**src/rtl/ldtbl_loader.sv**
```systemverilog
// ldtbl_loader: streams host words into an external lookup table.
// Each table entry takes three host words (hi, lo, map), each written to its
// own table slot. An optional read-back pass compares the entry with the
// captured words. The first failing entry is recorded in a sticky error flag.
module ldtbl_loader #(
  parameter int DATA_W  = 32,
  parameter int LDTBL_W = 48,
  parameter int MAP_W   = 12
) (
  input  logic              clk,
  input  logic              rst_n,
  input  logic              i_start,
  input  logic              i_abort,
  input  logic              i_verify,
  input  logic [3:0]        i_base,
  input  logic [4:0]        i_count,
  input  logic              i_vld,
  output logic              o_rdy,
  input  logic [DATA_W-1:0] i_data,
  output logic              o_exwe,
  output logic              o_exre,
  output logic [5:0]        o_exa,
  output logic [DATA_W-1:0] o_exwd,
  input  logic [DATA_W-1:0] i_exrd,
  output logic              o_busy,
  output logic              o_done,
  output logic              o_err,
  output logic [3:0]        o_errent
);

  // Width of each half of a table entry (hi and lo).
  localparam int HALF_W = LDTBL_W / 2;
  // Bits of the hi half that appear above the lo half in the packed read-back word.
  localparam int TOP_W  = DATA_W - HALF_W;

  typedef enum logic [2:0] {
    S_IDLE,
    S_FETCH,
    S_WRITE,
    S_RD_TBL,
    S_RD_MAP,
    S_DONE
  } state_t;

  // Slot select bits for each write phase: hi, then lo, then map.
  function automatic logic [1:0] sel_for(input logic [1:0] phase);
    case (phase)
      2'd0:    sel_for = 2'b10;
      2'd1:    sel_for = 2'b01;
      default: sel_for = 2'b11;
    endcase
  endfunction

  state_t            state_q, state_d;
  logic [1:0]        phase_q;
  logic [3:0]        entry_q;
  logic [4:0]        remain_q;
  logic              verify_q;
  logic [TOP_W-1:0]  hi_q;
  logic [HALF_W-1:0] lo_q;
  logic [MAP_W-1:0]  map_q;

  logic [4:0] count_clamp;
  logic       take_word;
  logic       advance;
  logic       last_entry;
  logic       tbl_bad;
  logic       map_bad;
  logic       mismatch;

  assign count_clamp = (i_count > 5'd16) ? 5'd16 : i_count;
  assign last_entry  = (remain_q == 5'd1);

  // Read-back comparison: the packed slot returns lo in the low bits and the
  // low byte of hi above it; the map slot must be zero above the map width.
  assign tbl_bad  = (i_exrd[HALF_W-1:0] != lo_q) || (i_exrd[DATA_W-1:HALF_W] != hi_q);
  assign map_bad  = (i_exrd[MAP_W-1:0] != map_q) || (i_exrd[DATA_W-1:MAP_W] != '0);
  assign mismatch = ((state_q == S_RD_TBL) && tbl_bad) ||
                    ((state_q == S_RD_MAP) && map_bad);

  // Status outputs are decoded directly from the state register.
  assign o_rdy  = (state_q == S_FETCH);
  assign o_busy = (state_q == S_FETCH) || (state_q == S_WRITE) ||
                  (state_q == S_RD_TBL) || (state_q == S_RD_MAP);
  assign o_done = (state_q == S_DONE);

  // Next-state logic and per-cycle event flags.
  always_comb begin
    // NOTE: every signal written here gets a default first so no latch is inferred.
    state_d   = state_q;
    take_word = 1'b0;
    advance   = 1'b0;
    case (state_q)
      S_IDLE: begin
        if (i_start) state_d = (count_clamp == 5'd0) ? S_DONE : S_FETCH;
      end
      S_FETCH: begin
        // Abort wins over a simultaneous handshake; the word is dropped.
        if (i_abort) begin
          state_d = S_IDLE;
        end else if (i_vld) begin
          take_word = 1'b1;
          state_d   = S_WRITE;
        end
      end
      S_WRITE: begin
        if (i_abort) begin
          state_d = S_IDLE;
        end else if (phase_q != 2'd2) begin
          state_d = S_FETCH;
        end else if (verify_q) begin
          state_d = S_RD_TBL;
        end else begin
          advance = 1'b1;
          state_d = last_entry ? S_DONE : S_FETCH;
        end
      end
      S_RD_TBL: begin
        state_d = i_abort ? S_IDLE : S_RD_MAP;
      end
      S_RD_MAP: begin
        if (i_abort) begin
          state_d = S_IDLE;
        end else begin
          advance = 1'b1;
          state_d = last_entry ? S_DONE : S_FETCH;
        end
      end
      S_DONE: begin
        state_d = S_IDLE;
      end
      default: begin
        state_d = S_IDLE;
      end
    endcase
  end

  // State register.
  always_ff @(posedge clk or negedge rst_n) begin
    // NOTE: sequential state uses non-blocking assignments so every register
    // samples the pre-edge value of every other register.
    if (!rst_n) state_q <= S_IDLE;
    else        state_q <= state_d;
  end

  // Load parameters, entry/phase tracking, captured words and error status.
  always_ff @(posedge clk or negedge rst_n) begin
    // NOTE: the captured words are plain registers, not a memory, so they are
    // reset with everything else and never carry stale X into a comparison.
    if (!rst_n) begin
      phase_q  <= 2'd0;
      entry_q  <= 4'd0;
      remain_q <= 5'd0;
      verify_q <= 1'b0;
      hi_q     <= '0;
      lo_q     <= '0;
      map_q    <= '0;
      o_err    <= 1'b0;
      o_errent <= 4'd0;
    end else begin
      if ((state_q == S_IDLE) && i_start) begin
        phase_q  <= 2'd0;
        entry_q  <= i_base;
        remain_q <= count_clamp;
        verify_q <= i_verify;
        o_err    <= 1'b0;
        o_errent <= 4'd0;
      end

      if (take_word) begin
        case (phase_q)
          2'd0:    hi_q  <= i_data[TOP_W-1:0];
          2'd1:    lo_q  <= i_data[HALF_W-1:0];
          default: map_q <= i_data[MAP_W-1:0];
        endcase
      end

      if ((state_q == S_WRITE) && !i_abort && (phase_q != 2'd2)) begin
        phase_q <= phase_q + 2'd1;
      end

      if (advance) begin
        phase_q  <= 2'd0;
        entry_q  <= entry_q + 4'd1;
        remain_q <= remain_q - 5'd1;
      end

      // Only the first failing entry of a load is recorded.
      if (mismatch) begin
        o_err <= 1'b1;
        if (!o_err) o_errent <= entry_q;
      end
    end
  end

  // Registered table strobes, address and write data; the strobes are
  // decoded from the next state so they are high exactly in their state.
  always_ff @(posedge clk or negedge rst_n) begin
    if (!rst_n) begin
      o_exwe <= 1'b0;
      o_exre <= 1'b0;
      o_exa  <= 6'd0;
      o_exwd <= '0;
    end else begin
      o_exwe <= (state_d == S_WRITE);
      o_exre <= (state_d == S_RD_TBL) || (state_d == S_RD_MAP);
      if (take_word) begin
        o_exa  <= {entry_q, sel_for(phase_q)};
        o_exwd <= i_data;
      end else if (state_d == S_RD_TBL) begin
        o_exa <= {entry_q, 2'b00};
      end else if (state_d == S_RD_MAP) begin
        o_exa <= {entry_q, 2'b11};
      end
    end
  end

endmodule

```
**config.mk**
```make
export PLATFORM = sky130hd
export DESIGN_NAME = ldtbl_loader
export DESIGN_NICKNAME = d
export VERILOG_FILES = /design/src/rtl/ldtbl_loader.sv
export SDC_FILE = /design/constraint.sdc
export NUM_CORES = 1
export LEC_CHECK = 0
export ABC_CLOCK_PERIOD_IN_PS = 5000
export BUFFER_PORTS_ARGS = -buffer_cell sky130_fd_sc_hd__buf_4
export CORE_MARGIN = 2
export CORE_UTILIZATION = 50
export CTS_CLUSTER_SIZE = 8
export DETAILED_ROUTE_END_ITERATION = 8
export GPL_TIMING_DRIVEN = 0
export MAX_ROUTING_LAYER = met4
export PLACE_DENSITY_LB_ADDON = 0.08
export SLEW_MARGIN = 20
export SYNTH_ARGS = -nofsm -noshare
export SYNTH_HDL_FRONTEND = slang
export SYNTH_SLANG_ARGS = --single-unit
export TNS_END_PERCENT = 50
```
**constraint.sdc**
```tcl
create_clock -name clk -period 5 [get_ports clk]
set_input_delay 0.75 -clock clk [delete_from_list [all_inputs] [get_ports clk]]
set_output_delay 0.75 -clock clk [all_outputs]
set_load 0.02 [all_outputs]
```
==> results_dict.tcl <==
set metrics [dict create \
    drtIter0Drc 155 \
    rsz0062_at_grt "false" \
    clock_power_share_pct 17.4 \
    synth_top_area_share_pct 53.13 \
    synth_flop_cell "dfrtp_1" \
    h-tree-depth 3 \
    clk_latency_ns 0.37 \
    cts_buffers 9 \
    p_leak_nw 3.106 \
    crit_arrival_ns 1.49 \
    grt-busiest-layer "met2" \
    setup-tns-final_ns 0 \
    synth_area_per_cell_um2 11.03 \
    synth_compound_area_share_pct 4.317 \
    fmax_mhz 446.5 \
    regToRegStartpoint "phase_q[0]$_DFFE_PN0P_" \
    dieArea_um2 10600 \
    synth_edf_count 0 \
    maxSlewViolCount 0 \
    clk_pin_slew_ns 0.10 \
    place_inst 703 \
    first_pass_iters 4 \
    grtUsageTotal_pct 23.05 \
    vias 3658 \
    multi_input_area_um2 2177 \
    dieWidth_um 103.0 \
    antenna_cells 0 \
    final_cell_area_um2 6197 \
    power.density_nw_per_um2 463.9 \
    worst_hold_path.num_cells 2 \
    maxCapViolCount 0 \
    hp-start "o_exwd[11]$_DFFE_PN0P_" \
    postPlaceCellArea_um2 6015 \
    pwr-share-seq_pct 46.1 \
    grt_use_met1_pct 31.93 \
    met3_usage_pct 3.661 \
    ys_seq_elements 104 \
    pin_count 127 \
    place_ws_ns 2.472 \
    cts_setup_buffers 0 \
    hold-path-endpoint "o_exwd[11]$_DFFE_PN0P_" \
    syn_inst 444 \
    end_kind "primary output" \
    core-area_um2 9639 \
    ys_seq_area_share_pct 53.13 \
    grtUsageMet2_pct 35.21 \
    internal-power_mw 1.868 \
    ff2ff_path_depth 8 \
    fin_ws_ns 2.760 \
    setup-violations-final 0 \
    critPathRequiredTime_ns 4.25 \
    hold_path_class "reg -> reg" \
    fin_nets 668 \
    grt_pass1_vias 3664 \
    start_util_pct 50.82 \
    path_class "reg -> out" \
    synthMuxAreaShare_pct 12.85 \
    numPortBuffers 126 \
    grt_start_max_net_pins 105 \
    totalWireLength_mm 11.41 \
    cts_root_buffer "clkbuf_8" \
    cts_resized 0 \
    synth.distinct_cells 48 \
    synthAdderAreaFrac_pct 2.043 \
    cts_tree "built" \
    slew_headroom_pct 37.28 \
    finalHoldViolCount 0 \
    seqCellArea_um2 2603 \
    p_switching_mw 1.007 \
    ys_async_sr_fraction_pct 100.0 \
    drtAntennaViolNets 0 \
    min_period_ns 2.240 \
    ys_warn_count 0 \
    cts-hold-fix-buffers 0 \
    rr_endpoint "o_exa[2]$_DFFE_PN0P_" \
    post-route-period-util_pct 44.79 \
    fin_worst_skew_ns 0.01230 \
    yosys-top-cells-area "dfrtp_1 53%, mux2_2 9.0%, nand2_1 8.9%, xnor2_1 6.1%, mux2_4 3.1%" \
    dpl.hpwl_mm 8.670 \
    overflow 0 \
    rows 36 \
    via_per_inst 5.088 \
    worstMarginPinSlew_ns 0.9409 \
    antenna_found_initial 0 \
    netlist_area_um2 4898 \
    wire_per_inst_um 15.86 \
    p_comb_share_pct 36.6 \
    crit_path_start_kind "flip-flop" \
    clk_path_buf_depth 2 \
    die_y_um 103.0 \
    cts.sink_count 104 \
    outcome "complete, no violations" \
    synth-simple-area-share_pct 17.19 \
    fill_cells 835 \
    worstPathMaxFanout 10 \
    layout-drive-gt1-share_pct 36.01 \
    fin_cells 719 \
    layout-area-overhead-vs-synth_pct 26.51 \
    gp_congestion 0.8184 \
    p_sw_share_pct 35.02 \
    vdd_drop_max_uv 286.7 \
    drc 0 \
    r2r_slack_ns 2.93 \
    grt_pass1_wl_mm 18.06 \
    synth_area_leader_cell "dfrtp_1" \
    synthesis.nets 531 \
    synth_top_family_by_area "simple AND/OR/NAND/NOR gates" \
    synth-xor-area-share_pct 8.046 \
]
how the worst max path moves through the flow:
stage          slack [ns]  cells past startpoint                    end                  from
2_1_floorplan        2.94                      6  o_errent[0]$_DFF_PN0_            i_exrd[10]
4_1_cts              2.76                      4                 o_busy  state_q[0]$_DFF_PN0_
3_5_place_dp         2.47                      7  o_errent[2]$_DFF_PN0_             i_exrd[9]
5_1_grt              2.70                      7  o_errent[2]$_DFF_PN0_             i_exrd[9]
6_report             2.76                      4                 o_busy  state_q[0]$_DFF_PN0_
3_3_place_gp         2.51                      7  o_errent[0]$_DFF_PN0_             i_exrd[9]
state kept, by name, summed over array words and instances, names as in the netlist:
register,cells
o_exwd,32
lo_q,24
map_q,12
hi_q,8
o_exa,6
remain_q,5
entry_q,4
o_errent,4
state_q,3
phase_q,2
o_err,1
o_exre,1
o_exwe,1
verify_q,1
power by group through the flow:
stage          sequential (mW)  combinational [mW]  clock [mW]
5_1_grt                   1.36                1.15       0.538
6_report                  1.32                1.05       0.499
3_5_place_dp              1.34                1.06           0
3_3_place_gp              1.33                1.04           0
4_1_cts                   1.33                1.06       0.503
2_1_floorplan             1.47               0.484           0
layout make-up:
type	instances	share of cell area, %
buffer	15	1.252
clock buffer	11	2.443
clock inverter	5	0.5047
inverter	11	0.6663
multi-input combinational	314	35.13
sequential	104	41.99
tap	133	2.685
timing repair buffer	126	15.32
cell usage in the layout (no fill, tap or decap), drive strengths merged, types with 2 or more instances in the layout:
| cell | count |
|---|---|
| o21ai | 3 |
| nor2 | 12 |
| or3 | 3 |
| clkinv | 4 |
| o211ai | 2 |
| mux2 | 49 |
| clkbuf | 18 |
| a21oi | 10 |
| nor3 | 8 |
| nor4 | 10 |
| xor2 | 11 |
| nand2 | 117 |
| a221o | 2 |
| nor2b | 2 |
| nand2b | 3 |
| inv | 11 |
| mux2i | 4 |
| buf | 134 |
| dfrtp | 104 |
| xnor2 | 34 |
| nand4 | 9 |
| o22ai | 3 |
| ha | 8 |
| nand3 | 9 |
cells in the mapped netlist, drive strengths merged (2+ instances only):
library cell and count:
clkbuf 7, xnor2 34, nand4 9, a21oi 10
mux2 49, o211ai 2, nand3 9, o22ai 3
nand2 117, nand2b 3, a221o 2, nor3 8
nor4 10, inv 11, dfrtp 104, nor2b 2
xor2 11, o21ai 3, mux2i 4, buf 8
or3 3, nor2 12, ha 8
per-stage QoR:
| stage | hold WS [ns] | utilization, % | power (mW) |
|---|---|---|---|
| final | 0.4825 | 64.29 | 2.875 |
| after global routing | 0.5090 | 64.29 | 3.048 |
| after CTS | 0.4869 | 64.29 | 2.892 |
| after detailed placement | 0.4631 | 62.40 | 2.399 |
| after global placement | 0.4589 | 62.36 | 2.363 |
| after floorplan | 0.4544 | - | 1.955 |
worst max-delay path, stage by stage, from the launching register on:
cell and delay, ns:
dfrtp_1 0.38, buf_4 0.17, nor2_1 0.26, xnor2_1 0.16, buf_4 0.16
cell families after synthesis:
logic type / Yosys count
and+or+nand+nor: 180
DFF: 104
muxes: 53
xor gates and xnor gates: 45
AOI/OAI and AO/OA: 28
buffers and inverters: 26
adders and majority gates: 8
per-layer routing:
layer | share of wire (%) | wire [um] | up-vias
li1 | - | - | 1769
met1 | 47 | 5368 | 1789
met2 | 47 | 5394 | 89
met3 | 4.4 | 500 | 11
met4 | 1.2 | 141 | 0
met5 | 0 | 0 | -
No activity file was read; power rests on OpenSTA's default activity.
